$ cat src/rtl/mfp_timer_pkg.sv
// Shared types and helpers for the MFP timer bank: mode encodings,
// control register layout and the prescaler divisor table.
package mfp_timer_pkg;

  typedef enum logic [1:0] {
    MODE_STOP  = 2'd0,
    MODE_DELAY = 2'd1,
    MODE_EVENT = 2'd2,
    MODE_PULSE = 2'd3
  } mode_e;

  // Bit positions within the 7-bit control write bus.
  localparam int unsigned CTRL_PRESC_LSB   = 0;
  localparam int unsigned CTRL_MODE_BIT    = 3;
  localparam int unsigned CTRL_CLR_BIT     = 4;
  localparam int unsigned CTRL_CASC_BIT    = 5;
  localparam int unsigned CTRL_ONESHOT_BIT = 6;

  // Stored control; the T_O clear strobe is not stored. Packed layout
  // matches the CTRL_O readback {ctrl[6:5], ctrl[3:0]}.
  typedef struct packed {
    logic       oneshot;
    logic       casc;
    logic       mode;
    logic [2:0] presc;
  } ctrl_t;

  // Terminal count of the prescaler counter (divisor - 1).
  function automatic logic [7:0] presc_max(input logic [2:0] code);
    logic [7:0] m;
    case (code)
      3'd1:    m = 8'd3;
      3'd2:    m = 8'd9;
      3'd3:    m = 8'd15;
      3'd4:    m = 8'd49;
      3'd5:    m = 8'd63;
      3'd6:    m = 8'd99;
      3'd7:    m = 8'd199;
      default: m = 8'd0;
    endcase
    return m;
  endfunction

  function automatic mode_e mode_decode(input ctrl_t c);
    mode_e m;
    if (c.presc == 3'd0) m = c.mode ? MODE_EVENT : MODE_STOP;
    else                 m = c.mode ? MODE_PULSE : MODE_DELAY;
    return m;
  endfunction

  function automatic ctrl_t ctrl_unpack(input logic [6:0] bus);
    ctrl_t c;
    c.oneshot = bus[CTRL_ONESHOT_BIT];
    c.casc    = bus[CTRL_CASC_BIT];
    c.mode    = bus[CTRL_MODE_BIT];
    c.presc   = bus[CTRL_PRESC_LSB +: 3];
    return c;
  endfunction

endpackage

$ cat src/rtl/mfp_timer_chan.sv
// One timer channel: T_I synchroniser and edge detect, prescaler,
// down-counter with reload, mode decode and one-shot/cascade handling.
module mfp_timer_chan
  import mfp_timer_pkg::*;
#(
  parameter int unsigned WIDTH    = 8,
  parameter logic        TI_POL   = 1'b1,
  parameter logic        HAS_CASC = 1'b0
) (
  input  logic             clk,
  input  logic             rst,
  input  logic             ti,
  input  logic             casc_i,
  input  logic             dat_we,
  input  logic [WIDTH-1:0] dat_i,
  input  logic             ctrl_we,
  input  logic [6:0]       ctrl_i,
  output logic [WIDTH-1:0] count,
  output logic [5:0]       ctrl_o,
  output logic             t_o,
  output logic             t_o_pulse,
  output logic             pulse_mode,
  output logic             event_mode
);

  localparam logic [WIDTH-1:0] ONE = WIDTH'(1);

  ctrl_t            ctrl;
  mode_e            mode;
  logic [WIDTH-1:0] data;
  logic [WIDTH-1:0] data_nxt;
  logic [7:0]       presc_cnt;
  logic             presc_tick;
  logic             tick;
  logic             s1, s2, lvl, lvl_q;
  logic             ti_edge;
  logic             cnt;
  logic             timeout;

  // Count-enable selection from mode, prescaler, cascade and T_I.
  always_comb begin
    mode       = mode_decode(ctrl);
    presc_tick = (ctrl.presc != 3'd0) && (presc_cnt >= presc_max(ctrl.presc));
    tick       = (HAS_CASC && ctrl.casc && (mode != MODE_STOP)) ? casc_i : presc_tick;
    ti_edge    = lvl & ~lvl_q;
    case (mode)
      MODE_DELAY: cnt = tick;
      MODE_EVENT: cnt = ti_edge;
      MODE_PULSE: cnt = tick & lvl;
      default:    cnt = 1'b0;
    endcase
    timeout  = cnt && (count == ONE);
    data_nxt = dat_we ? dat_i : data;
  end

  // Two-flop synchroniser, polarity-normalised level, and edge history.
  always_ff @(posedge clk) begin
    if (rst) begin
      s1    <= 1'b0;
      s2    <= 1'b0;
      lvl   <= 1'b0;
      lvl_q <= 1'b0;
    end else begin
      s1    <= ti;
      s2    <= s1;
      lvl   <= s2 ^ ~TI_POL;
      lvl_q <= lvl;
    end
  end

  // Prescaler: wraps at divisor-1, held at zero when no prescale is set.
  always_ff @(posedge clk) begin
    if (rst || ctrl.presc == 3'd0) presc_cnt <= '0;
    else if (presc_tick)           presc_cnt <= '0;
    else                           presc_cnt <= presc_cnt + 8'd1;
  end

  // Data register and down-counter; a same-cycle write feeds the reload.
  always_ff @(posedge clk) begin
    if (rst) begin
      data  <= '0;
      count <= '0;
    end else begin
      data <= data_nxt;
      if (cnt)                                count <= (count == ONE) ? data_nxt : count - ONE;
      else if (dat_we && mode == MODE_STOP)   count <= dat_i;
    end
  end

  // Timer output toggle and timeout strobe; the clear strobe beats a toggle.
  always_ff @(posedge clk) begin
    if (rst) begin
      t_o       <= 1'b0;
      t_o_pulse <= 1'b0;
    end else begin
      t_o_pulse <= timeout;
      if (ctrl_we && ctrl_i[CTRL_CLR_BIT]) t_o <= 1'b0;
      else if (timeout)                    t_o <= ~t_o;
    end
  end

  // Control register; a host write wins over the one-shot self-stop.
  always_ff @(posedge clk) begin
    if (rst) begin
      ctrl <= '0;
    end else if (ctrl_we) begin
      ctrl <= ctrl_unpack(ctrl_i);
    end else if (timeout && ctrl.oneshot) begin
      ctrl.mode  <= 1'b0;
      ctrl.presc <= 3'd0;
    end
  end

  assign ctrl_o     = ctrl;
  assign pulse_mode = (mode == MODE_PULSE);
  assign event_mode = (mode == MODE_EVENT);

endmodule

$ cat src/rtl/mfp_timer_bank.sv
// Bank of MFP-style timer channels behind a shared register port.
// Channel i>0 may cascade from the timeout strobe of channel i-1.
module mfp_timer_bank
  import mfp_timer_pkg::*;
#(
  parameter int unsigned       NUM_CH = 4,
  parameter int unsigned       WIDTH  = 8,
  parameter logic [NUM_CH-1:0] TI_POL = {NUM_CH{1'b1}}
) (
  input  logic                                          XCLK_I,
  input  logic                                          RST,
  input  logic [((NUM_CH > 1) ? $clog2(NUM_CH) : 1)-1:0] SEL,
  input  logic                                          DAT_WE,
  input  logic [WIDTH-1:0]                              DAT_I,
  output logic [WIDTH-1:0]                              DAT_O,
  input  logic                                          CTRL_WE,
  input  logic [6:0]                                    CTRL_I,
  output logic [5:0]                                    CTRL_O,
  input  logic [NUM_CH-1:0]                             T_I,
  output logic [NUM_CH-1:0]                             T_O,
  output logic [NUM_CH-1:0]                             T_O_PULSE,
  output logic [NUM_CH-1:0]                             PULSE_MODE,
  output logic [NUM_CH-1:0]                             EVENT_MODE
);

  localparam int unsigned SEL_W = (NUM_CH > 1) ? $clog2(NUM_CH) : 1;

  logic [WIDTH-1:0]  count  [NUM_CH];
  logic [5:0]        ctrl_r [NUM_CH];
  logic [NUM_CH-1:0] casc;

  // Cascade source for each channel is its lower neighbour's timeout.
  always_comb begin
    casc = '0;
    for (int unsigned i = 1; i < NUM_CH; i++) casc[i] = T_O_PULSE[i-1];
  end

  for (genvar i = 0; i < NUM_CH; i++) begin : g_ch
    mfp_timer_chan #(
      .WIDTH    (WIDTH),
      .TI_POL   (TI_POL[i]),
      .HAS_CASC (i > 0)
    ) u_chan (
      .clk        (XCLK_I),
      .rst        (RST),
      .ti         (T_I[i]),
      .casc_i     (casc[i]),
      .dat_we     (DAT_WE && (SEL == SEL_W'(i))),
      .dat_i      (DAT_I),
      .ctrl_we    (CTRL_WE && (SEL == SEL_W'(i))),
      .ctrl_i     (CTRL_I),
      .count      (count[i]),
      .ctrl_o     (ctrl_r[i]),
      .t_o        (T_O[i]),
      .t_o_pulse  (T_O_PULSE[i]),
      .pulse_mode (PULSE_MODE[i]),
      .event_mode (EVENT_MODE[i])
    );
  end

  // Registered counter readback of the selected channel.
  always_ff @(posedge XCLK_I) begin
    if (RST) DAT_O <= '0;
    else     DAT_O <= count[SEL];
  end

  // Combinational control readback of the selected channel.
  always_comb CTRL_O = ctrl_r[SEL];

endmodule
$ cat config.mk
export PLATFORM = sky130hd
export DESIGN_NAME = mfp_timer_bank
export DESIGN_NICKNAME = d
export VERILOG_FILES = /design/src/rtl/mfp_timer_pkg.sv /design/src/rtl/mfp_timer_chan.sv /design/src/rtl/mfp_timer_bank.sv
export SDC_FILE = /design/constraint.sdc
export NUM_CORES = 1
export LEC_CHECK = 0
export ABC_CLOCK_PERIOD_IN_PS = 3200
export CORE_MARGIN = 3
export CORE_UTILIZATION = 43
export CTS_BUF_LIST = sky130_fd_sc_hd__clkbuf_16
export DETAILED_ROUTE_END_ITERATION = 10
export GPL_ROUTABILITY_DRIVEN = 0
export PLACE_DENSITY = 0.71
export SETUP_SLACK_MARGIN = 0.02
export SYNTH_ARGS = -nofsm -noshare
export SYNTH_HDL_FRONTEND = slang
export SYNTH_HIERARCHICAL = 1
export SYNTH_SLANG_ARGS = --single-unit
$ cat constraint.sdc
create_clock -name XCLK_I -period 3.2 [get_ports XCLK_I]
set_clock_uncertainty 0.15 [all_clocks]
set_input_delay 0.96 -clock XCLK_I [delete_from_list [all_inputs] [get_ports XCLK_I]]
set_output_delay 0.96 -clock XCLK_I [all_outputs]
set_load 0.03 [all_outputs]
==> out/qor_table.md <==
| Step | Metric | Value |
|---|---|---|
| die | Chip height | 144.8 µm |
| critical path | Startpoint of the worst-slack reg-to-reg timing path | g_ch[1].u_chan/ctrl_o[1]$_SDFFE_PP0P_ |
| routing | Routed via count divided by cell count | 5.510 |
| routing | DR vias | 6959 |
| critical path | Cell depth of the worst flop-to-flop path | 8 |
| die | Core region area | 0.01883 mm² |
| placed design | Detail Placement HPWL | 15390 µm |
| clock tree | Clock tree from TritonCTS | yes |
| global route | Antenna violations before repair | 0 |
| sta | Final hold vios | 0 |
| worst hold path | Number of stages on the worst hold path | 1 |
| critical path | Kind of launch point of the worst setup path | primary input |
| die | Starting utilization of the core area | 43.99% |
| routing | Total wirelength of the detailed-routed design | 21440 µm |
| sta | Total setup violations reported at the end of the flow | 0 |
| sta | Normalized max-slew margin | 59.45% |
| cells and area | Filler cell count in the final layout | 1687 |
| cells and area | Fraction of layout instances using a drive strength above 1 | 14.76% |
| sta | Setup ws final | 0.1173 ns |
| global route | Total congestion overflow | 0 |
| power and ir drop | P_leak | 3.747 nW |
| worst hold path | WHS Endpoint | g_ch[0].u_chan/s2$_SDFF_PP0_ |
| synth | Mapped Nets | 979 |
| synth | Area of the mapped netlist | 0.008283 mm² |
| critical path | Arrival @ worst endpoint | 1.97 ns |
| sta | Period utilisation layout | 96.34% |
| routing | Number of search-and-repair iterations in the first detailed-routing pass | 5 |
| critical path | Worst reg2reg path endpoint | g_ch[1].u_chan/presc_cnt[5]$_SDFF_PP0_ |
| critical path | Critical path required time | 2.09 ns |
| clock tree | Clock sink count | 152 |
| cells and area | Final non-filler cell total | 1263 |
| critical path | Endpoint class of the critical path | primary output |
| clock tree | Number of buffers inserted for hold repair after clock tree synthesis | 0 |
| power and ir drop | Maximum vdd ir drop | 304.1 µV |
| clock tree | H-Tree Level Count | 4 |
| cells and area | Number of diodes | 0 |
| die | Die Outline Area | 0.02096 mm² |
| power and ir drop | Power density normalized to cell area | 503.5 mW/mm² |
| global route | Global-route wire length before repair | 34690 µm |
| critical path | Largest fanout on the critical path | 6 |
| critical path | Register-to-Register Setup Slack | 0.26 ns |
| clock tree | Library cell used as clock root buffer | sky130_fd_sc_hd__clkbuf_16 |
| placed design | Number of cells in the design after placement | 1233 |
| sta | Minimum clock period | 3.083 ns |
| job | Reported max-cap violation count | 0 |
| critical path | Crit Path Class | in2out |
| sta | Count of pins over their slew limit | 0 |
| run status | Status | complete, no violations |
| routing | Detail Route Antenna Nets | 0 |
| clock tree | Clock latency of the later-clocked register in the worst-skew pair | 0.42 ns |
| die | Boundary Pins | 55 |
| cells and area | Number of nets in the layout | 1062 |
| cells and area | P&R area growth vs syn | 20.00% |
| sta | Max Fclk | 0.3244 GHz |
| synth | Number of warning messages in the yosys log | 6 |
| worst hold path | Worst Hold Class | reg2reg |
| routing | Drt initial violations | 752 |
| clock tree | CTS buffer count | 17 |
| placed design | Setup slack at placement | -0.6902 ns |
| sta | Setup repair after global routing missed its margin | no |
| routing | Average routed wire per standard cell | 16.98 µm |
| synth | Number of instances in the synthesized netlist | 910 |
| placed design | Port bufs | 54 |
| die | Die Span X | 144.8 µm |
| clock tree | Clk buf depth | 2 |
| die | Standard-cell row count | 50 |
| worst hold path | Start point of the worst hold path | g_ch[0].u_chan/s1$_SDFF_PP0_ |
| sta | Slew of the pin with the lowest slew margin | 0.6055 ns |
| clock tree | Clk slew on worst S/H paths | 0.06 ns |
| global route | Via count of the first global-routing pass | 6543 |
| synth | Average instance area after synthesis | 9.102 µm² |
| global route | All-layer global routing usage | 20.97% |
| global route | Pin count of the biggest net entering global routing | 55 |
| routing | Residual DRC | 0 |
| sta | Final worst hold slack | 0.2831 ns |
-- worst max-delay path by stage --
stage	slack (ns)	to	startpoint	cells past startpoint
final	0.12	CTRL_O[4]	SEL[0]	4
after global routing	0.08	PULSE_MODE[0]	g_ch[0].u_chan/ctrl_o[3]$_SDFFE_PP0P_	3
after global placement	-0.69	CTRL_O[5]	SEL[0]	3
after floorplan	0.32	g_ch[0].u_chan/count[7]$_SDFFE_PP0P_	g_ch[0].u_chan/ctrl_o[2]$_SDFFE_PP0P_	12
after CTS	-0.04	CTRL_O[5]	SEL[0]	3
after detailed placement	-0.69	CTRL_O[5]	SEL[0]	3
-- placed cells by master, fill, tap and decap left out, types with 5 or more instances in the layout --
master,n
sky130_fd_sc_hd__dfxtp_1,148
sky130_fd_sc_hd__nor2_1,136
sky130_fd_sc_hd__nand2_1,75
sky130_fd_sc_hd__mux2i_1,61
sky130_fd_sc_hd__buf_4,57
sky130_fd_sc_hd__ha_1,44
sky130_fd_sc_hd__inv_1,41
sky130_fd_sc_hd__clkdlybuf4s50_1,41
sky130_fd_sc_hd__nand3_1,28
sky130_fd_sc_hd__nor2b_1,27
sky130_fd_sc_hd__xor2_1,24
sky130_fd_sc_hd__a21oi_1,22
sky130_fd_sc_hd__clkbuf_16,17
sky130_fd_sc_hd__a311oi_1,16
sky130_fd_sc_hd__xnor2_1,13
sky130_fd_sc_hd__o22ai_1,12
sky130_fd_sc_hd__o21ai_0,12
sky130_fd_sc_hd__nor3_1,10
sky130_fd_sc_hd__a31oi_1,10
sky130_fd_sc_hd__a211oi_1,9
sky130_fd_sc_hd__nand4_1,8
sky130_fd_sc_hd__a2111oi_0,8
sky130_fd_sc_hd__a22o_1,8
sky130_fd_sc_hd__o211ai_1,8
sky130_fd_sc_hd__a32o_1,8
sky130_fd_sc_hd__nand2b_1,7
sky130_fd_sc_hd__o21a_1,7
sky130_fd_sc_hd__nor3b_1,6
sky130_fd_sc_hd__or3_1,6
sky130_fd_sc_hd__mux4_2,5
sky130_fd_sc_hd__nor4_1,5
sky130_fd_sc_hd__and2_1,5
sky130_fd_sc_hd__buf_6,5
-- stage by stage --
step                      power [mW]  instance area, µm²  setup TNS [ns]  util (%)
after floorplan                2.769                8283               0         -
after global placement         3.041                9358          -8.376     49.69
after detailed placement       3.055                9358          -8.884     49.69
after CTS                      5.024                9937        -0.03837     52.77
after global routing           5.229                9940               0     52.78
final                          5.004                9940               0     52.78
-- worst max-delay path: stages --
cell	delay, ns
sky130_fd_sc_hd__buf_2	0.13
sky130_fd_sc_hd__buf_6	0.15
sky130_fd_sc_hd__mux4_2	0.56
sky130_fd_sc_hd__buf_6	0.17
-- layout make-up --
| type | instances | area, µm² | share of cell area, % |
|---|---|---|---|
| Multi-Input combinational cell | 670 | 4828 | 48.58 |
| Sequential cell | 152 | 3048 | 30.66 |
| Timing Repair Buffer | 113 | 1027 | 10.33 |
| Clock buffer | 17 | 425.4 | 4.280 |
| Tap cell | 260 | 325.3 | 3.273 |
| Inverter | 39 | 146.4 | 1.473 |
| Clock inverter | 12 | 138.9 | 1.397 |
-- state kept, by name, indices dropped and copies added (netlist names), 8 cells and up --
| name | cells |
|---|---|
| g_ch.u_chan/data | 32 |
| DAT_O | 8 |
| g_ch.u_chan/count | 32 |
| g_ch.u_chan/presc_cnt | 32 |
| g_ch.u_chan/ctrl_o | 24 |
-- where the power goes --
group | total [mW] | switching, mW | internal [mW]
Combinational | 0.930 | 0.510 | 0.420
Sequential | 2.11 | 0.123 | 1.98
Clock | 1.97 | 0.768 | 1.20
-- per-layer routing --
layer	part of all wire, %	wire (µm)	up-vias	GRT usage [%]
met5	0	0	-	0
met3	6.0	1292	31	4.075
met2	46	9846	211	33.54
met1	46	9948	3300	28.82
li1	-	-	3417	-
met4	1.6	353	0	6.136
-- repair_timing --
item,CTS,global route
buffers inserted,1,0
setup endpoints to repair,7,6
resized for setup,16,10
(Power assumes the default switching activity.)
